==> config.mk <==
export PLATFORM = sky130hd
export DESIGN_NAME = serial_mem_bridge
export DESIGN_NICKNAME = d
export VERILOG_FILES = /design/src/rtl/serial_mem_bridge.sv
export SDC_FILE = /design/constraint.sdc
export NUM_CORES = 1
export LEC_CHECK = 0
export BUFFER_PORTS_ARGS = -buffer_cell sky130_fd_sc_hd__buf_2
export CELL_PAD_IN_SITES_DETAIL_PLACEMENT = 0
export CELL_PAD_IN_SITES_GLOBAL_PLACEMENT = 1
export CORE_ASPECT_RATIO = 0.9
export CORE_MARGIN = 1.5
export CORE_UTILIZATION = 44
export DETAILED_ROUTE_END_ITERATION = 6
export PLACE_DENSITY_LB_ADDON = 0.15
export RECOVER_POWER = 25
export SYNTH_ARGS = -nofsm -noshare
export SYNTH_HDL_FRONTEND = slang
export SYNTH_SLANG_ARGS = --single-unit
==> constraint.sdc <==
create_clock -name clk -period 3.91 [get_ports clk]
set_input_delay 0.782 -clock clk [delete_from_list [all_inputs] [get_ports clk]]
set_output_delay 0.782 -clock clk [all_outputs]
set_load 0.005 [all_outputs]
==> src/rtl/serial_mem_bridge.sv <==
// Byte-serial command bridge: framed rx bytes drive a memory port; each frame returns DATA_BYTES response bytes.
// Optional inter-byte timeout on partial frames is enabled by defining SERIAL_MEM_BRIDGE_TIMEOUT_EN.
module serial_mem_bridge #(
   parameter int DATA_BYTES  = 4,
   parameter int ADDR_W      = 32,
   parameter int TIMEOUT_CYC = 12000
) (
   input  logic                    clk,
   input  logic                    reset,
   input  logic                    rcv,
   input  logic [7:0]              rxdata,
   output logic                    tx_strb,
   output logic [7:0]              txdata,
   input  logic                    ready,
   output logic [ADDR_W-1:0]       mem_addr,
   output logic [8*DATA_BYTES-1:0] mem_wr_d,
   output logic                    mem_wr_req,
   output logic                    mem_rd_req,
   input  logic [8*DATA_BYTES-1:0] mem_rd_d,
   input  logic                    mem_rd_rdy,
   input  logic                    mem_busy,
   output logic [7:0]              err_cnt
);
   localparam int DW = 8*DATA_BYTES;
   localparam logic [2:0] BCNT_LAST = 3'(DATA_BYTES);
   localparam logic [1:0] TCNT_LAST = 2'(DATA_BYTES-1);

   typedef enum logic [1:0] {ST_RX, ST_EXEC, ST_MEM_WAIT, ST_TX} state_t;

   function automatic logic [DW-1:0] fit(input logic [31:0] v);
      return v[DW-1:0];
   endfunction

   state_t            r_state;
   logic [2:0]        r_byte_cnt;
   logic [1:0]        r_tx_cnt;
   logic [7:0]        r_cmd;
   logic [DW-1:0]     r_payload;
   logic [DW-1:0]     r_resp;
   logic [DW-1:0]     r_rd_hold;
   logic [DW-1:0]     r_wr_d;
   logic [ADDR_W-1:0] r_mem_addr;
   logic [31:0]       r_count;
   logic [7:0]        r_err_cnt;
   logic [7:0]        r_txdata;
   logic              r_tx_strb;
   logic              r_wr_req;
   logic              r_rd_req;
   logic              r_in_flight;
   logic              r_seen_low;

   logic [DW+7:0]     w_shift;
   logic [ADDR_W-1:0] w_pay_addr;
   logic              w_rcv_drop;
   logic              w_unknown;
   logic              w_timeout;
   logic [1:0]        w_err_add;
   logic [8:0]        w_err_sum;

   assign w_shift = {r_payload, rxdata};

   generate
      if (ADDR_W <= DW) begin : g_addr_trunc
         assign w_pay_addr = r_payload[ADDR_W-1:0];
      end else begin : g_addr_ext
         assign w_pay_addr = {{(ADDR_W-DW){1'b0}}, r_payload};
      end
   endgenerate

`ifdef SERIAL_MEM_BRIDGE_TIMEOUT_EN
   localparam int GAP_W = $clog2(TIMEOUT_CYC+1);
   localparam logic [GAP_W-1:0] GAP_LAST = GAP_W'(TIMEOUT_CYC-1);
   logic [GAP_W-1:0] r_gap_cnt;

   assign w_timeout = (r_state == ST_RX) && !rcv && (r_byte_cnt != 3'd0) && (r_gap_cnt == GAP_LAST);

   // Gap counter only runs while a partial frame sits idle in RX.
   always_ff @(posedge clk) begin
      if (reset || r_state != ST_RX || rcv || r_byte_cnt == 3'd0 || w_timeout) r_gap_cnt <= '0;
      else                                                                      r_gap_cnt <= r_gap_cnt + GAP_W'(1);
   end
`else
   assign w_timeout = 1'b0;
`endif

   assign w_rcv_drop = rcv && (r_state != ST_RX);
   assign w_unknown  = (r_state == ST_EXEC) && ((r_cmd == 8'h00) || (r_cmd > 8'h09));
   assign w_err_add  = {1'b0, w_rcv_drop} + {1'b0, w_unknown} + {1'b0, w_timeout};
   assign w_err_sum  = {1'b0, r_err_cnt} + {7'b0, w_err_add};

   always_ff @(posedge clk) begin
      if (reset) begin
         r_state     <= ST_RX;
         r_byte_cnt  <= '0;
         r_tx_cnt    <= '0;
         r_cmd       <= '0;
         r_payload   <= '0;
         r_resp      <= '0;
         r_rd_hold   <= '0;
         r_wr_d      <= '0;
         r_mem_addr  <= '0;
         r_count     <= '0;
         r_err_cnt   <= '0;
         r_txdata    <= '0;
         r_tx_strb   <= 1'b0;
         r_wr_req    <= 1'b0;
         r_rd_req    <= 1'b0;
         r_in_flight <= 1'b0;
         r_seen_low  <= 1'b0;
      end else begin
         r_tx_strb <= 1'b0;
         r_wr_req  <= 1'b0;
         r_rd_req  <= 1'b0;
         r_err_cnt <= w_err_sum[8] ? 8'hFF : w_err_sum[7:0];
         if (mem_rd_rdy) r_rd_hold <= mem_rd_d;

         // A byte stays in flight until ready has dropped and come back.
         if (r_in_flight) begin
            if (!ready)          r_seen_low  <= 1'b1;
            else if (r_seen_low) r_in_flight <= 1'b0;
         end

         case (r_state)
            ST_RX: begin
               if (rcv) begin
                  if (r_byte_cnt == 3'd0) r_cmd     <= rxdata;
                  else                    r_payload <= w_shift[DW-1:0];
                  if (r_byte_cnt == BCNT_LAST) begin
                     r_byte_cnt <= '0;
                     r_state    <= ST_EXEC;
                  end else begin
                     r_byte_cnt <= r_byte_cnt + 3'd1;
                  end
               end else if (w_timeout) begin
                  r_byte_cnt <= '0;
               end
            end
            ST_EXEC: begin
               case (r_cmd)
                  8'h01: begin r_mem_addr <= w_pay_addr; r_resp <= r_payload; r_state <= ST_TX; end
                  8'h02: begin r_wr_d <= r_payload; r_resp <= r_payload; r_state <= ST_TX; end
                  8'h03: if (!mem_busy) begin r_wr_req <= 1'b1; r_resp <= fit(32'h3); r_state <= ST_TX; end
                  8'h04: begin r_resp <= r_rd_hold; r_state <= ST_TX; end
                  8'h05: if (!mem_busy) begin r_rd_req <= 1'b1; r_resp <= fit(32'h5); r_state <= ST_TX; end
                  8'h06: begin r_resp <= fit(r_count); r_count <= r_count + 32'd1; r_state <= ST_TX; end
                  8'h07: begin r_resp <= fit(32'd259); r_state <= ST_TX; end
                  8'h08: begin r_resp <= fit({16'b0, mem_busy, 7'b0, r_err_cnt}); r_state <= ST_TX; end
                  8'h09: if (!mem_busy) begin r_rd_req <= 1'b1; r_state <= ST_MEM_WAIT; end
                  default: begin r_resp <= '0; r_state <= ST_TX; end
               endcase
            end
            ST_MEM_WAIT: begin
               if (mem_rd_rdy) begin
                  r_resp     <= mem_rd_d;
                  r_mem_addr <= r_mem_addr + ADDR_W'(1);
                  r_state    <= ST_TX;
               end
            end
            ST_TX: begin
               if (ready && !r_in_flight) begin
                  r_tx_strb   <= 1'b1;
                  r_txdata    <= r_resp[DW-1 -: 8];
                  r_resp      <= r_resp << 8;
                  r_in_flight <= 1'b1;
                  r_seen_low  <= 1'b0;
                  if (r_tx_cnt == TCNT_LAST) begin
                     r_tx_cnt <= '0;
                     r_state  <= ST_RX;
                  end else begin
                     r_tx_cnt <= r_tx_cnt + 2'd1;
                  end
               end
            end
            default: r_state <= ST_RX;
         endcase
      end
   end

   assign tx_strb    = r_tx_strb;
   assign txdata     = r_txdata;
   assign mem_addr   = r_mem_addr;
   assign mem_wr_d   = r_wr_d;
   assign mem_wr_req = r_wr_req;
   assign mem_rd_req = r_rd_req;
   assign err_cnt    = r_err_cnt;
endmodule

==> impl_metrics.env <==
export IMPL_outcome="finished, violations left"
export IMPL_violations="capacitance limit, slew limit"
export IMPL_synth_cells=1331
export IMPL_cellPowerDensity_nw_per_um2=450
export IMPL_first_iter_violations=1050
export IMPL_cpLargestDelayFamily="buffers and inverters"
export IMPL_dp_slack_ns=1.01
export IMPL_grt_overflow=0
export IMPL_yosys_warnings=0
export IMPL_synth_top_area_cell="dfxtp_1"
export IMPL_synthArstFlopShare_pct=0
export IMPL_vias=10300
export IMPL_reg2reg_slack_ns=0.97
export IMPL_cap_viol_max_count=1
export IMPL_max_clock_path_buffers=3
export IMPL_grtUsageTotal_pct=26.3
export IMPL_antenna_found_initial=0
export IMPL_grt_use_met3_pct=3.43
export IMPL_rr_worst_depth=6
export IMPL_cts_root_buffer="clkbuf_16"
export IMPL_hold_depth=2
export IMPL_start_kind="input pin"
export IMPL_htree_levels=1
export IMPL_crit_type="input pin to register"
export IMPL_synthFlopType="dfxtp_1"
export IMPL_ys_types=74
export IMPL_layout_commonest_cell="dfxtp_1"
export IMPL_synth_edf_count=0
export IMPL_port_buffers=128
export IMPL_drive_above_1_share_pct=13.4
export IMPL_period_needed_ns=3.11
export IMPL_wl_um=34400
export IMPL_cp_depth=5
export IMPL_regToRegStartpoint="r_cmd[3]"
export IMPL_grt_max_degree=141
export IMPL_clock_latency_ns=0.52
export IMPL_rows=54
export IMPL_yosys_top_cells_area="dfxtp_1, a21oi_1, nand2_1"
export IMPL_regArea_um2=4570
export IMPL_cts_buffers=25
export IMPL_slew_headroom_pct=-24.2
export IMPL_crit_arrival_ns=3.50
export IMPL_maxSlewViolCount=90
export IMPL_grt_pass1_wl_um=54400
export IMPL_critPathBufInv=2
export IMPL_clk_pin_slew_ns=0.06
export IMPL_ctsResizeCount=0
export IMPL_period_share_pct=79.5
export IMPL_nNetsFinal=1445
export IMPL_ctsHoldBuffers=0
export IMPL_tns_ns=0
export IMPL_die_area_um2=25900
export IMPL_whs_ns=0.447
export IMPL_rsz0062_at_grt="false"
export IMPL_insertedDiodeCount=0
export IMPL_hp_class="register to register"
export IMPL_syn_avg_cell_area_um2=8.23
export IMPL_p_leak_uw=0.00423
export IMPL_cp_max_fo=140
export IMPL_finalClockSkew_ns=0.0104
export IMPL_ir_drop_mv=0.219
export IMPL_cts_sinks=228
export IMPL_start_util_pct=45.0
export IMPL_wire_per_inst_um=20.1
export IMPL_crit_path_cell_trace="buf_6 -> clkbuf_2 -> nor2_1 -> nand3_1 -> nor4b_1"
export IMPL_ys_ff_latch=228
export IMPL_setup_slack_ns=0.802
export IMPL_die_width_um=169
export IMPL_cp_data_required_time_ns=4.30
export IMPL_vias_per_cell=6.02
export IMPL_crit_start="reset"
export IMPL_grt_pass1_vias=9362
export IMPL_synth_seq_area_share_pct=41.7
export IMPL_fmax_mhz=322
export IMPL_drc_errors=0
export IMPL_max_stage_delay_ns=1.48
export IMPL_use_met2_pct=40.4
export IMPL_cp_endpoint="mem_wr_req"
export IMPL_ant_nets=0
export IMPL_ios=129
export IMPL_synth_area_um2=11000
export IMPL_post_cts_buffers=0
export IMPL_core_area_um2=24300
export IMPL_cts_tree="yes"
export IMPL_timing_rr_end="mem_addr[8]"
export IMPL_dp_hpwl_um=23100
export IMPL_nFillCells=2403
export IMPL_hold_viol_final=0
export IMPL_gp_congestion=0.864
export IMPL_die_height_um=153
export IMPL_endpoint_kind="register"
export IMPL_setup_viol=0
export IMPL_area_growth_pct=14.1
export IMPL_final_cell_mix="dfxtp_1, nand2_1, a21oi_1, buf_2, nor2_1"
export IMPL_firstDrtPassIters=7
export IMPL_worst_pin_slew_ns=1.86
export IMPL_synth_nets=1388
export IMPL_met1_usage_pct=38.7
export IMPL_multi_input_area_um2=5870
export IMPL_busiest_layer="met2"
export IMPL_synth_top_cell_area_share_pct=41.7
export IMPL_slowest_stage="clkbuf_2"
## state kept, by name, summed over array words and instances (netlist names), 8 cells and up
register / cells
mem_addr: 32
r_rd_hold: 32
r_count: 32
mem_wr_d: 32
r_cmd: 8
txdata: 8
err_cnt: 8
r_payload: 32
r_resp: 32
## stage by stage
stage	cells	utilization, %	power, µW	cell area [µm²]
floorplan	1331	-	3080	11000
global placement	1669	48.2	3310	11700
detailed placement	1669	48.2	3320	11700
CTS	1713	51.5	5660	12500
global route	1713	51.4	5850	12500
finish	1713	51.4	5630	12500
## cell usage after synthesis, types with 18 or more instances
cell	instances
clkbuf_1	104
a222oi_1	23
a211oi_1	36
dfxtp_1	228
inv_1	23
nor2_1	79
nand3_1	33
mux2i_1	64
nor3_1	31
a21oi_1	157
nand4_1	22
nand2_1	203
or4_1	18
o21ai_0	41
o2bb2ai_1	24
## how the worst min path moves through the flow
stage | start | endpoint | slack, ns
floorplan | r_in_flight | r_in_flight | 0.44
global placement | mem_wr_d[30] | mem_wr_d[30] | 0.44
detailed placement | mem_wr_d[29] | mem_wr_d[29] | 0.44
CTS | mem_wr_d[29] | mem_wr_d[29] | 0.45
global route | mem_wr_d[7] | mem_wr_d[7] | 0.47
finish | mem_wr_d[29] | mem_wr_d[29] | 0.45
## layout make-up
type	instances	area share, %
timing repair buffer	148	6.17
tap	308	3.08
clock inverter	7	0.531
inverter	24	0.721
clock buffer	37	6.01
sequential	228	36.5
multi-input combinational	961	47.0
## layer usage
layer  share of wire, %  up-vias
met5                  0        -
met4                2.3        0
met3                5.9       49
met2                 44      348
met1                 48     4919
li1                   -     4999
## where the power goes
group	switching, µW	total (µW)	internal (µW)
Combinational	461	712	251
Sequential	116	2570	2450
Clock	960	2350	1390
Total	1540	5630	4090
## worst min-delay path, stage by stage (launching register included)
cell and delay (ns):
dfxtp_1 0.30, nand2_1 0.05, a21oi_1 0.05
## cell families after synthesis
family	Yosys count	share of synthesized area, %
xor gates and xnor gates	18	1.44
AOI/OAI and AO/OA	380	23.0
DFF	228	41.7
adders and majority gates	11	1.32
muxes	65	5.95
buffers and inverters	142	5.05
and+or+nand+nor	487	21.6
Note: power is estimated with default switching activity, not from simulation.
